### config.mk
export PLATFORM = sky130hd
export DESIGN_NAME = aim_decode_stage
export DESIGN_NICKNAME = d
export VERILOG_FILES = /design/src/rtl/aim_decode_stage.sv
export SDC_FILE = /design/constraint.sdc
export NUM_CORES = 1
export LEC_CHECK = 0
export ABC_AREA = 1
export CAP_MARGIN = 30
export CORE_UTILIZATION = 55
export CTS_BUF_LIST = sky130_fd_sc_hd__clkbuf_8 sky130_fd_sc_hd__clkbuf_16
export CTS_CLUSTER_SIZE = 25
export DETAILED_ROUTE_END_ITERATION = 10
export GPL_TIMING_DRIVEN = 0
export HOLD_SLACK_MARGIN = 0.02
export PLACE_DENSITY = 0.85
export SLEW_MARGIN = 10
export SYNTH_ARGS = -nofsm -noshare
export SYNTH_HDL_FRONTEND = slang
export SYNTH_SLANG_ARGS = --single-unit
### constraint.sdc
create_clock -name clk -period 5.95 [get_ports clk]
set_input_delay 1.19 -clock clk [delete_from_list [all_inputs] [get_ports clk]]
set_output_delay 1.19 -clock clk [all_outputs]
set_load 0.01 [all_outputs]
### src/rtl/aim_decode_stage.sv
// aim_decode_stage: queued AIM instruction decode with two-word extended immediates.
// Define AIM_DECODE_PERF_EN to add the perf_ai_cnt/perf_gfx_cnt handshake counters.
module aim_decode_stage #(
  parameter int          DEPTH      = 4,
  parameter logic [5:0]  EXT_OPCODE = 6'h3F
) (
  input  logic        clk,
  input  logic        rst,
  input  logic        flush,
  input  logic        in_valid,
  output logic        in_ready,
  input  logic [31:0] in_instr,
  output logic        out_valid,
  input  logic        out_ready,
  output logic        out_is_ai,
  output logic        out_is_gfx,
  output logic        out_illegal,
  output logic [5:0]  out_opcode,
  output logic [3:0]  out_sub_type,
  output logic [7:0]  out_src_reg,
  output logic [7:0]  out_dst_reg,
  output logic [31:0] out_imm,
  output logic        out_has_ext
`ifdef AIM_DECODE_PERF_EN
  ,
  output logic [31:0] perf_ai_cnt,
  output logic [31:0] perf_gfx_cnt
`endif
);
  localparam int AW = $clog2(DEPTH);
  typedef enum logic {HEAD, EXT_WAIT} state_e;
  typedef struct packed {
    logic        ai;
    logic        gfx;
    logic        ill;
    logic [5:0]  opc;
    logic [3:0]  sub;
    logic [7:0]  src;
    logic [7:0]  dst;
    logic [31:0] imm;
    logic        ext;
  } bundle_t;
  logic [31:0] mem_q [DEPTH];
  logic [AW:0] wptr_q, rptr_q;
  state_e      state_q;
  bundle_t     lat_q, out_q, dec, bun_d;
  logic        out_valid_q, full, empty, push, pop, head_ext;
  logic [31:0] head;
  assign full     = (wptr_q[AW] != rptr_q[AW]) && (wptr_q[AW-1:0] == rptr_q[AW-1:0]);
  assign empty    = wptr_q == rptr_q;
  assign in_ready = !full && !rst;
  assign push     = in_valid && in_ready && !flush;
  assign pop      = !empty && (!out_valid_q || out_ready) && !flush;
  assign head     = mem_q[rptr_q[AW-1:0]];
  always_comb begin
    dec.ai  = head[31:28] == 4'b0001;
    dec.gfx = head[31:28] == 4'b0010;
    dec.ill = !(dec.ai || dec.gfx);
    dec.opc = head[23:18];
    dec.sub = dec.ill ? 4'h0 : head[27:24];
    dec.src = head[17:10];
    dec.dst = head[9:2];
    dec.imm = {24'h0, head[7:0]};
    dec.ext = 1'b0;
    head_ext = !dec.ill && dec.opc == EXT_OPCODE;
    // In EXT_WAIT the head word is the raw immediate, never a classified instruction.
    bun_d = (state_q == EXT_WAIT) ? lat_q : dec;
    bun_d.imm = (state_q == EXT_WAIT) ? head : dec.imm;
    bun_d.ext = state_q == EXT_WAIT;
  end
  always_ff @(posedge clk)
    if (push) mem_q[wptr_q[AW-1:0]] <= in_instr;
  always_ff @(posedge clk) begin
    if (rst) begin
      wptr_q      <= '0;
      rptr_q      <= '0;
      state_q     <= HEAD;
      lat_q       <= '0;
      out_q       <= '0;
      out_valid_q <= 1'b0;
    end else if (flush) begin
      wptr_q      <= '0;
      rptr_q      <= '0;
      state_q     <= HEAD;
      out_valid_q <= 1'b0;
    end else begin
      wptr_q <= wptr_q + (AW+1)'(push);
      rptr_q <= rptr_q + (AW+1)'(pop);
      if (out_ready) out_valid_q <= 1'b0;
      if (pop && state_q == HEAD && head_ext) begin
        state_q <= EXT_WAIT;
        lat_q   <= dec;
      end else if (pop) begin
        state_q     <= HEAD;
        out_q       <= bun_d;
        out_valid_q <= 1'b1;
      end
    end
  end
  assign out_valid    = out_valid_q;
  assign out_is_ai    = out_q.ai;
  assign out_is_gfx   = out_q.gfx;
  assign out_illegal  = out_q.ill;
  assign out_opcode   = out_q.opc;
  assign out_sub_type = out_q.sub;
  assign out_src_reg  = out_q.src;
  assign out_dst_reg  = out_q.dst;
  assign out_imm      = out_q.imm;
  assign out_has_ext  = out_q.ext;
`ifdef AIM_DECODE_PERF_EN
  logic [31:0] ai_cnt_q, gfx_cnt_q;
  always_ff @(posedge clk) begin
    if (rst) begin
      ai_cnt_q  <= '0;
      gfx_cnt_q <= '0;
    end else begin
      if (out_valid_q && out_ready && out_q.ai)  ai_cnt_q  <= ai_cnt_q + 32'd1;
      if (out_valid_q && out_ready && out_q.gfx) gfx_cnt_q <= gfx_cnt_q + 32'd1;
    end
  end
  assign perf_ai_cnt  = ai_cnt_q;
  assign perf_gfx_cnt = gfx_cnt_q;
`endif
endmodule

==> tab_implementation.tex <==
\begin{tabular}{lr}
\hline
Metric & Value \\
\hline
\multicolumn{2}{l}{\textbf{STA}} \\
Final count of negative-setup-slack endpoints & 0 \\
Highest achievable clock rate & 258 MHz \\
Worst hold slack & 0.454 ns \\
Setup repair after global routing missed its margin & false \\
Rel. slew slack & $\sim$47\% \\
Slew @ Worst Pin & roughly 0.8 ns \\
Hold violation count in the final report & 0 \\
Worst setup skew after layout & roughly 0.012 ns \\
Number of pins with negative max-slew slack in the final report & 0 \\
Min Clock Period, post-route & just under 4 ns \\
Final cycle utilization of the critical path & between 60\% and 70\% \\
Final Worst Setup Slack & 2.08 ns \\
\multicolumn{2}{l}{\textbf{Power and ir drop}} \\
Total power divided by cell area & roughly 280 nW/um2 \\
Seq pwr share & a little over half \\
Static leakage & between 0.004 and 0.005 uW \\
Cell-internal power & 2510 uW \\
Peak supply drop & between 0.2 and 0.25 mV \\
NetSw & 652 uW \\
Switching part of the total & roughly a fifth \\
Combinational group share of total power & 3.9\% \\
Portion of total power attributed to the clock network & 43.2\% \\
\multicolumn{2}{l}{\textbf{Logic synthesis}} \\
Register area share after synthesis & about 64\% \\
Synth top area share & a little over two fifths \\
Mean Syn Cell Area & 9.11 um2 \\
Cell type with the largest total area after synthesis & sky130\_fd\_sc\_hd\_\_edfxtp\_1 \\
Syn nets & around 1000 \\
Top cells by area in the synthesized netlist & sky130\_fd\_sc\_hd\_\_edfxtp\_1 42\%, sky130\_fd\_sc\_hd\_\_dfxtp\_1 22\%, sky130\_fd\_sc\_hd\_\_nand2\_1 13\% \\
Post-synthesis sequential element count & roughly 230 \\
Unique masters post-synth & 28 \\
Netlist area before placement & 9120 um2 \\
Gate count of the mapped netlist & 1001 \\
Warnings from Yosys & 0 \\
\multicolumn{2}{l}{\textbf{Setup path}} \\
Setup crit start kind & input port \\
Kind of critical path & input port to output pin \\
Slack of the worst reg-to-reg path & between 3 and 4 ns \\
Max Fanout on Critical Path & 10 \\
Number of gates on the worst path with buffers counted & 6 \\
Cell repeated most along the worst path & sky130\_fd\_sc\_hd\_\_inv\_1 \\
Worst-case reg-to-reg path depth & 9 \\
CP arrival & 2.68 ns \\
Highest-delay cell along the critical path & sky130\_fd\_sc\_hd\_\_clkdlybuf4s50\_1 \\
Launch point of the critical path & rst \\
Cell breakdown of the critical path & clkbuf\_1, inv\_1, buf\_1, nand2\_1, inv\_1, clkdlybuf4s50\_1 \\
Crit end category & output pin \\
Buf+Inv Stages, Crit Path & 5 \\
R2R Path Start & rptr\_q[1] \\
Worst setup path end & in\_ready \\
Reg-to-reg critical path endpoint & mem\_q[1][26] \\
Crit-path max cell delay & 0.52 ns \\
Crit-path leading delay family & buffers and inverters \\
Data required, critical path & 4.76 ns \\
\multicolumn{2}{l}{\textbf{Clock network}} \\
Clock Latency Late Sink & between 0.5 and 0.6 ns \\
H-tree depth & 1 \\
Maximum clock insertion buffer count & 3 \\
CTS tree & built \\
CTS buffer count & 23 \\
Root buffer cell & sky130\_fd\_sc\_hd\_\_clkbuf\_16 \\
Sink count of the clock tree & about 230 \\
PostCTS Resize Cnt & 0 \\
Hold-fix buffer count after cts & 0 \\
Buffers inserted by post-CTS timing repair & 0 \\
Clock-pin transition on the worst setup and hold timing paths & approximately 0.060 ns \\
\multicolumn{2}{l}{\textbf{Global route}} \\
Busiest layer in global routing & met2 \\
Met3 track demand over resource in global routing & approximately 3.1\% \\
GR Layer Usage met1 & between 30 and 40\% \\
Aggregate global-route resource usage & 27.3\% \\
Wire length of the first global-routing pass & between 30 and 40 mm \\
GR Layer Usage met2 & between 40\% and 50\% \\
Number of antenna violations at the first check in global routing & 0 \\
Vias in the first global route & 6843 \\
Grt ovf & 0 \\
Maximum number of pins on one net before global-route repair & 15 \\
\multicolumn{2}{l}{\textbf{Final layout}} \\
Filler-free cell count of the finished design & between 1000 and 1500 \\
Footprint of the flip-flops and latches & 5830 um2 \\
Filler cell count in the final layout & between 1000 and 1500 \\
Share of cells above drive strength 1 & approximately 7.4\% \\
Footprint of the multi-input gates & 2770 um2 \\
Net count, final & 1180 \\
Antenna fix cells & 0 \\
Layout Utilization & between 70\% and 80\% \\
Growth of design area from synthesis to finish & 23.4\% \\
Max reg flops & around 130 \\
\multicolumn{2}{l}{\textbf{Placement}} \\
HPWL after detailed placement & about 16 mm \\
Post-placement worst setup slack & between 2 and 2.5 ns \\
Weighted congestion reported at the end of routability-driven placement & around 0.9 \\
Buffers added on ports & 99 \\
\# placed instances & between 1000 and 1500 \\
\multicolumn{2}{l}{\textbf{Drt}} \\
Routed WL & about 23 mm \\
Number of vias after detailed routing & approximately 7400 \\
First drt pass iteration count & 5 \\
Starting DRC count in detailed routing & 935 \\
Remaining design rule violation count & 0 \\
Average vias per placed instance & $\sim$5.4 \\
Average wire length per cell after detail routing & between 15 and 20 um \\
Number of nets with antenna violations after routing & 0 \\
\multicolumn{2}{l}{\textbf{Floorplan}} \\
DIE WIDTH & around 130 um \\
Number of ports placed on the die boundary & $\sim$100 \\
Initial core utilization & between 50\% and 60\% \\
Floorplan core area & between 15000 and 20000 um2 \\
Chip Height & around 130 um \\
Die Footprint & $\sim$17000 um2 \\
Number of cell rows & 46 \\
\multicolumn{2}{l}{\textbf{Job}} \\
\# Max-Cap Violations & 0 \\
\multicolumn{2}{l}{\textbf{Worst hold path}} \\
Number of cells on the worst hold path & 2 \\
Path category of the worst min-delay check & flip-flop to flip-flop \\
\multicolumn{2}{l}{\textbf{Status}} \\
Status & complete, no violations \\
\hline
\end{tabular}
Yosys cell counts:
library cell and number:
sky130_fd_sc_hd__buf_2 14, sky130_fd_sc_hd__a31oi_1 2, sky130_fd_sc_hd__a21oi_2 1, sky130_fd_sc_hd__nor2_1 146, sky130_fd_sc_hd__nand3_1 46, sky130_fd_sc_hd__nor2_2 3
sky130_fd_sc_hd__o22ai_1 12, sky130_fd_sc_hd__xnor2_1 3, sky130_fd_sc_hd__buf_1 5, sky130_fd_sc_hd__ha_1 4, sky130_fd_sc_hd__o21ai_2 1, sky130_fd_sc_hd__inv_1 68
sky130_fd_sc_hd__nor3_1 4, sky130_fd_sc_hd__nand2_1 321, sky130_fd_sc_hd__a21oi_1 49, sky130_fd_sc_hd__o21ai_0 49, sky130_fd_sc_hd__buf_6 5, sky130_fd_sc_hd__xor2_1 1
sky130_fd_sc_hd__edfxtp_1 128, sky130_fd_sc_hd__clkbuf_1 25, sky130_fd_sc_hd__o21ai_1 3, sky130_fd_sc_hd__nand2_2 1, sky130_fd_sc_hd__buf_4 4, sky130_fd_sc_hd__inv_4 1
sky130_fd_sc_hd__inv_2 3, sky130_fd_sc_hd__a21boi_0 2, sky130_fd_sc_hd__dfxtp_1 99, sky130_fd_sc_hd__nor2_4 1
cell type report:
type                       count  share of cell area [%]
clock buffer                  27                    5.60
timing repair buffer         113                    10.0
inverter                      72                    2.42
tap                          216                    2.40
clock inverter                14                   0.767
buffer                        53                    2.39
multi-input combinational    649                    24.6
sequential                   227                    51.8
worst min path at each step:
stage | startpoint | slack (ns) | to
after floorplan | lat_q[59] | 0.42 | lat_q[59]
after global routing | lat_q[59] | 0.48 | lat_q[59]
after global placement | lat_q[59] | 0.43 | lat_q[59]
final | lat_q[59] | 0.45 | lat_q[59]
after detailed placement | lat_q[59] | 0.44 | lat_q[59]
after CTS | lat_q[59] | 0.45 | lat_q[59]
cells by family after synthesis:
family | Yosys count | synth area share [%]
AND/OR/NAND/NOR | 522 | 22.4
flip-flops | 227 | 63.9
AO/OA/AOI/OAI | 119 | 6.86
buffers and inverters | 125 | 5.94
XOR/XNOR | 4 | 0.384
adder cells (fa/ha/maj) | 4 | 0.549
tightest hold or removal path, delay by kind of cell (launching register included):
kind / cells / cell delay (ns)
and+or+nand+nor: 2 / 0.10
DFF: 1 / 0.31
power by group through the flow:
stage          sequential, uW  combinational [uW]  clock [uW]
2_1_floorplan            1710                50.4           0
3_3_place_gp             1710                 115           0
3_5_place_dp             1710                 121           0
4_1_cts                  1670                 122        1370
5_1_grt                  1680                 134        1430
6_report                 1670                 124        1370
per-layer routing:
metal / up-vias / wire [um]
li1: 3512 / -
met1: 3443 / 9160
met3: 53 / 2150
met5: - / 0
met4: 0 / 688
met2: 389 / 11100
per-stage QoR:
| step | cell area (um2) | TNS (ns) | power [uW] |
|---|---|---|---|
| final | 11300 | 0 | 3160 |
| after global routing | 11300 | 0 | 3240 |
| after CTS | 11300 | 0 | 3160 |
| after detailed placement | 10500 | 0 | 1830 |
| after global placement | 10400 | -57.17 | 1820 |
| after floorplan | 9120 | 0 | 1760 |
layout by cell type (no fill, tap or decap):
| master | synthesis | layout |
|---|---|---|
| sky130_fd_sc_hd__a21boi_0 | 2 | 2 |
| sky130_fd_sc_hd__a21oi_1 | 49 | 49 |
| sky130_fd_sc_hd__a21oi_2 | 1 | 1 |
| sky130_fd_sc_hd__a31oi_1 | 2 | 2 |
| sky130_fd_sc_hd__buf_1 | 5 | 5 |
| sky130_fd_sc_hd__buf_2 | 14 | 14 |
| sky130_fd_sc_hd__buf_4 | 4 | 11 |
| sky130_fd_sc_hd__buf_6 | 5 | 11 |
| sky130_fd_sc_hd__buf_8 | 0 | 1 |
| sky130_fd_sc_hd__bufinv_16 | 0 | 1 |
| sky130_fd_sc_hd__clkbuf_1 | 25 | 25 |
| sky130_fd_sc_hd__clkbuf_16 | 0 | 23 |
| sky130_fd_sc_hd__clkbuf_8 | 0 | 4 |
| sky130_fd_sc_hd__clkdlybuf4s50_1 | 0 | 99 |
| sky130_fd_sc_hd__clkinv_2 | 0 | 6 |
| sky130_fd_sc_hd__dfxtp_1 | 99 | 99 |
| sky130_fd_sc_hd__edfxtp_1 | 128 | 128 |
| sky130_fd_sc_hd__ha_1 | 4 | 4 |
| sky130_fd_sc_hd__inv_1 | 68 | 75 |
| sky130_fd_sc_hd__inv_2 | 3 | 3 |
| sky130_fd_sc_hd__inv_4 | 1 | 1 |
| sky130_fd_sc_hd__nand2_1 | 321 | 321 |
| sky130_fd_sc_hd__nand2_2 | 1 | 1 |
| sky130_fd_sc_hd__nand3_1 | 46 | 46 |
| sky130_fd_sc_hd__nor2_1 | 146 | 146 |
| sky130_fd_sc_hd__nor2_2 | 3 | 3 |
| sky130_fd_sc_hd__nor2_4 | 1 | 1 |
| sky130_fd_sc_hd__nor3_2 | 0 | 4 |
| sky130_fd_sc_hd__o21ai_0 | 49 | 49 |
| sky130_fd_sc_hd__o21ai_1 | 3 | 3 |
| sky130_fd_sc_hd__o21ai_2 | 1 | 1 |
| sky130_fd_sc_hd__o22ai_1 | 12 | 12 |
| sky130_fd_sc_hd__xnor2_1 | 3 | 3 |
| sky130_fd_sc_hd__xor2_1 | 1 | 1 |
Power figures use the tool's default switching activity.
==> variant, RTL diff (same flow settings) <==
Change the parameter `DEPTH` from 4 to 8.
--- a/src/rtl/aim_decode_stage.sv
+++ b/src/rtl/aim_decode_stage.sv
@@ -1,7 +1,7 @@
 // aim_decode_stage: queued AIM instruction decode with two-word extended immediates.
 // Define AIM_DECODE_PERF_EN to add the perf_ai_cnt/perf_gfx_cnt handshake counters.
 module aim_decode_stage #(
-  parameter int          DEPTH      = 4,
+  parameter int          DEPTH      = 8,
   parameter logic [5:0]  EXT_OPCODE = 6'h3F
 ) (
   input  logic        clk,
Formal check against the unedited RTL: no difference found for any inputs over 4 cycles, from zero or initial values and one cycle with rst high; that may be too few to reach the edited logic, so the function may still have changed.
==> variant against the original RTL <==
  * Synthesized area grew 59%
  * Wire length grew 69%
  * Die area grew 58%
  * Total power grew 56%
  * Setup slack lost 0.11 ns
  * Clock power grew 53%
  * Design area grew 53%
  * Sequential cell count grew 130
  * Critical path type unchanged
  * Largest power group unchanged
  * Highest routed layer unchanged
==> variant: results (changes against the original RTL) <==
metric,value,unit,change
fmax,0.252,GHz,was 0.258 GHz
ys.flop_type,edfxtp_1,,unchanged
fillCellCount,1729,,was 1154
r2r-end,out_dst_reg[1],,was mem_q[1][26]
fin_hold_ws,0.444,ns,was 0.454 ns
synth_edf_count,256,,was 128
drt_iter0_markers,1708,,was 935
htreeDepth,2,,was 1
grt_pass1_wl,58400,um,was 35100 um
rrSetupSlack,3.14,ns,was 3.07 ns
synthDistinctLibCells,33,,was 28
met3_usage,6.01,%,was 3.14%
cts_made_buffers,35,,was 23
wl_met1,14200,um,was 9160 um
relSlewSlack,41.9,%,was 47.3%
synth_commonest_cells,"nand2_1 (320), edfxtp_1 (256), nor2_1 (222), o21ai_0 (133), dfxtp_1 (101)",,"was nand2_1 (321), nor2_1 (146), edfxtp_1 (128), dfxtp_1 (99), inv_1 (68)"
wl_met2,18400,um,was 11100 um
max-vdd-ir-drop,0.194,mV,was 0.239 mV
grtUsageTotal,29.2,%,was 27.3%
synthTopCellsByArea,"edfxtp_1 (53%), dfxtp_1 (14%), nand2_1 (8.3%)",,"was edfxtp_1 (42%), dfxtp_1 (22%), nand2_1 (13%)"
dr.pass1.iters,6,,was 5
via_per_inst,5.82,,was 5.40
routed_wl,39100,um,was 23100 um
critPathSlowestCell,clkdlybuf4s50_1,,unchanged
syn_nets,1467,,was 1042
dpl_cell_area,16200,um^2,was 10500 um^2
gp_congestion,0.943,,was 0.907
hold_buffers,0,,unchanged
postSynth.asyncResetShare,0,%,unchanged
status,"complete, no violations",,unchanged
clk_latency,0.53,ns,was 0.51 ns
reg2regPathDepth,10,,was 9
p_leak,6.42,nW,was 4.48 nW
met2_usage,47.2,%,was 46.5%
grt_max_degree,24,,was 15
grt_pass1_vias,10723,,was 6843
fin_nets,1611,,was 1180
skew,0.0217,ns,was 0.0116 ns
drive_above_1_share,8.65,%,was 7.45%
met1_usage,36.7,%,was 35.7%
crit_arrival,2.78,ns,was 2.68 ns
yosysSeqAreaShare,67.0,%,was 63.9%
dp_hpwl,24900,um,was 15900 um
largest_reg_flops,256,,was 128
variant: changes by cell type in the layout (fill, tap and decap cells not counted), sizes merged, moves of 15 or more:
cell | unedited run | this run
clkbuf | 52 | 82
edfxtp | 128 | 256
inv | 79 | 108
nand3 | 46 | 77
nor2 | 150 | 225
o21ai | 53 | 136
o221ai | 0 | 15
variant: worst max path at each step:
stage                      from            to  slack (ns)  depth (start not counted)
after floorplan             rst   mem_q[1][0]        2.40                          6
after global placement    flush  mem_q[0][10]        0.57                          6
after detailed placement    rst      in_ready        2.04                          6
after CTS                   rst      in_ready        2.04                          6
after global routing        rst      in_ready        1.91                          6
final                       rst      in_ready        1.98                          6
variant: kinds of logic after synthesis:
kind of cell,share of synthesized area (%)
AO/OA/AOI/OAI,9.12
flip-flops,67.0
AND/OR/NAND/NOR,17.6
buffers and inverters,5.79
adder cells (fa/ha/maj),0.345
XOR/XNOR,0.121
variant: cell type report:
cell class	count	area (um^2)	share of cell area, %
multi-input cells	881	4000	23.2
inverters	103	392	2.27
plain buffers	85	448	2.59
clock inverters	22	114	0.660
well taps	335	419	2.43
repair buffers	107	1200	6.93
clock buffers	41	981	5.68
flip-flops and latches	357	9710	56.2
variant: where the power goes:
part,switching (W),internal [W],leakage [nW]
sequential,0.00000520,0.00267,3.12
combinational,0.0000970,0.0000555,2.74
clock,0.000913,0.00118,0.564
variant: per-stage QoR:
step	std cells	util, %	setup WS (ns)	total power (W)
CTS	1931	66.4	2.04	0.00492
detailed placement	1868	62.2	2.04	0.00288
floorplan	1426	-	2.40	0.00280
finish	1931	66.4	1.98	0.00492
global placement	1860	61.2	0.571	0.00287
global route	1931	66.4	1.91	0.00503
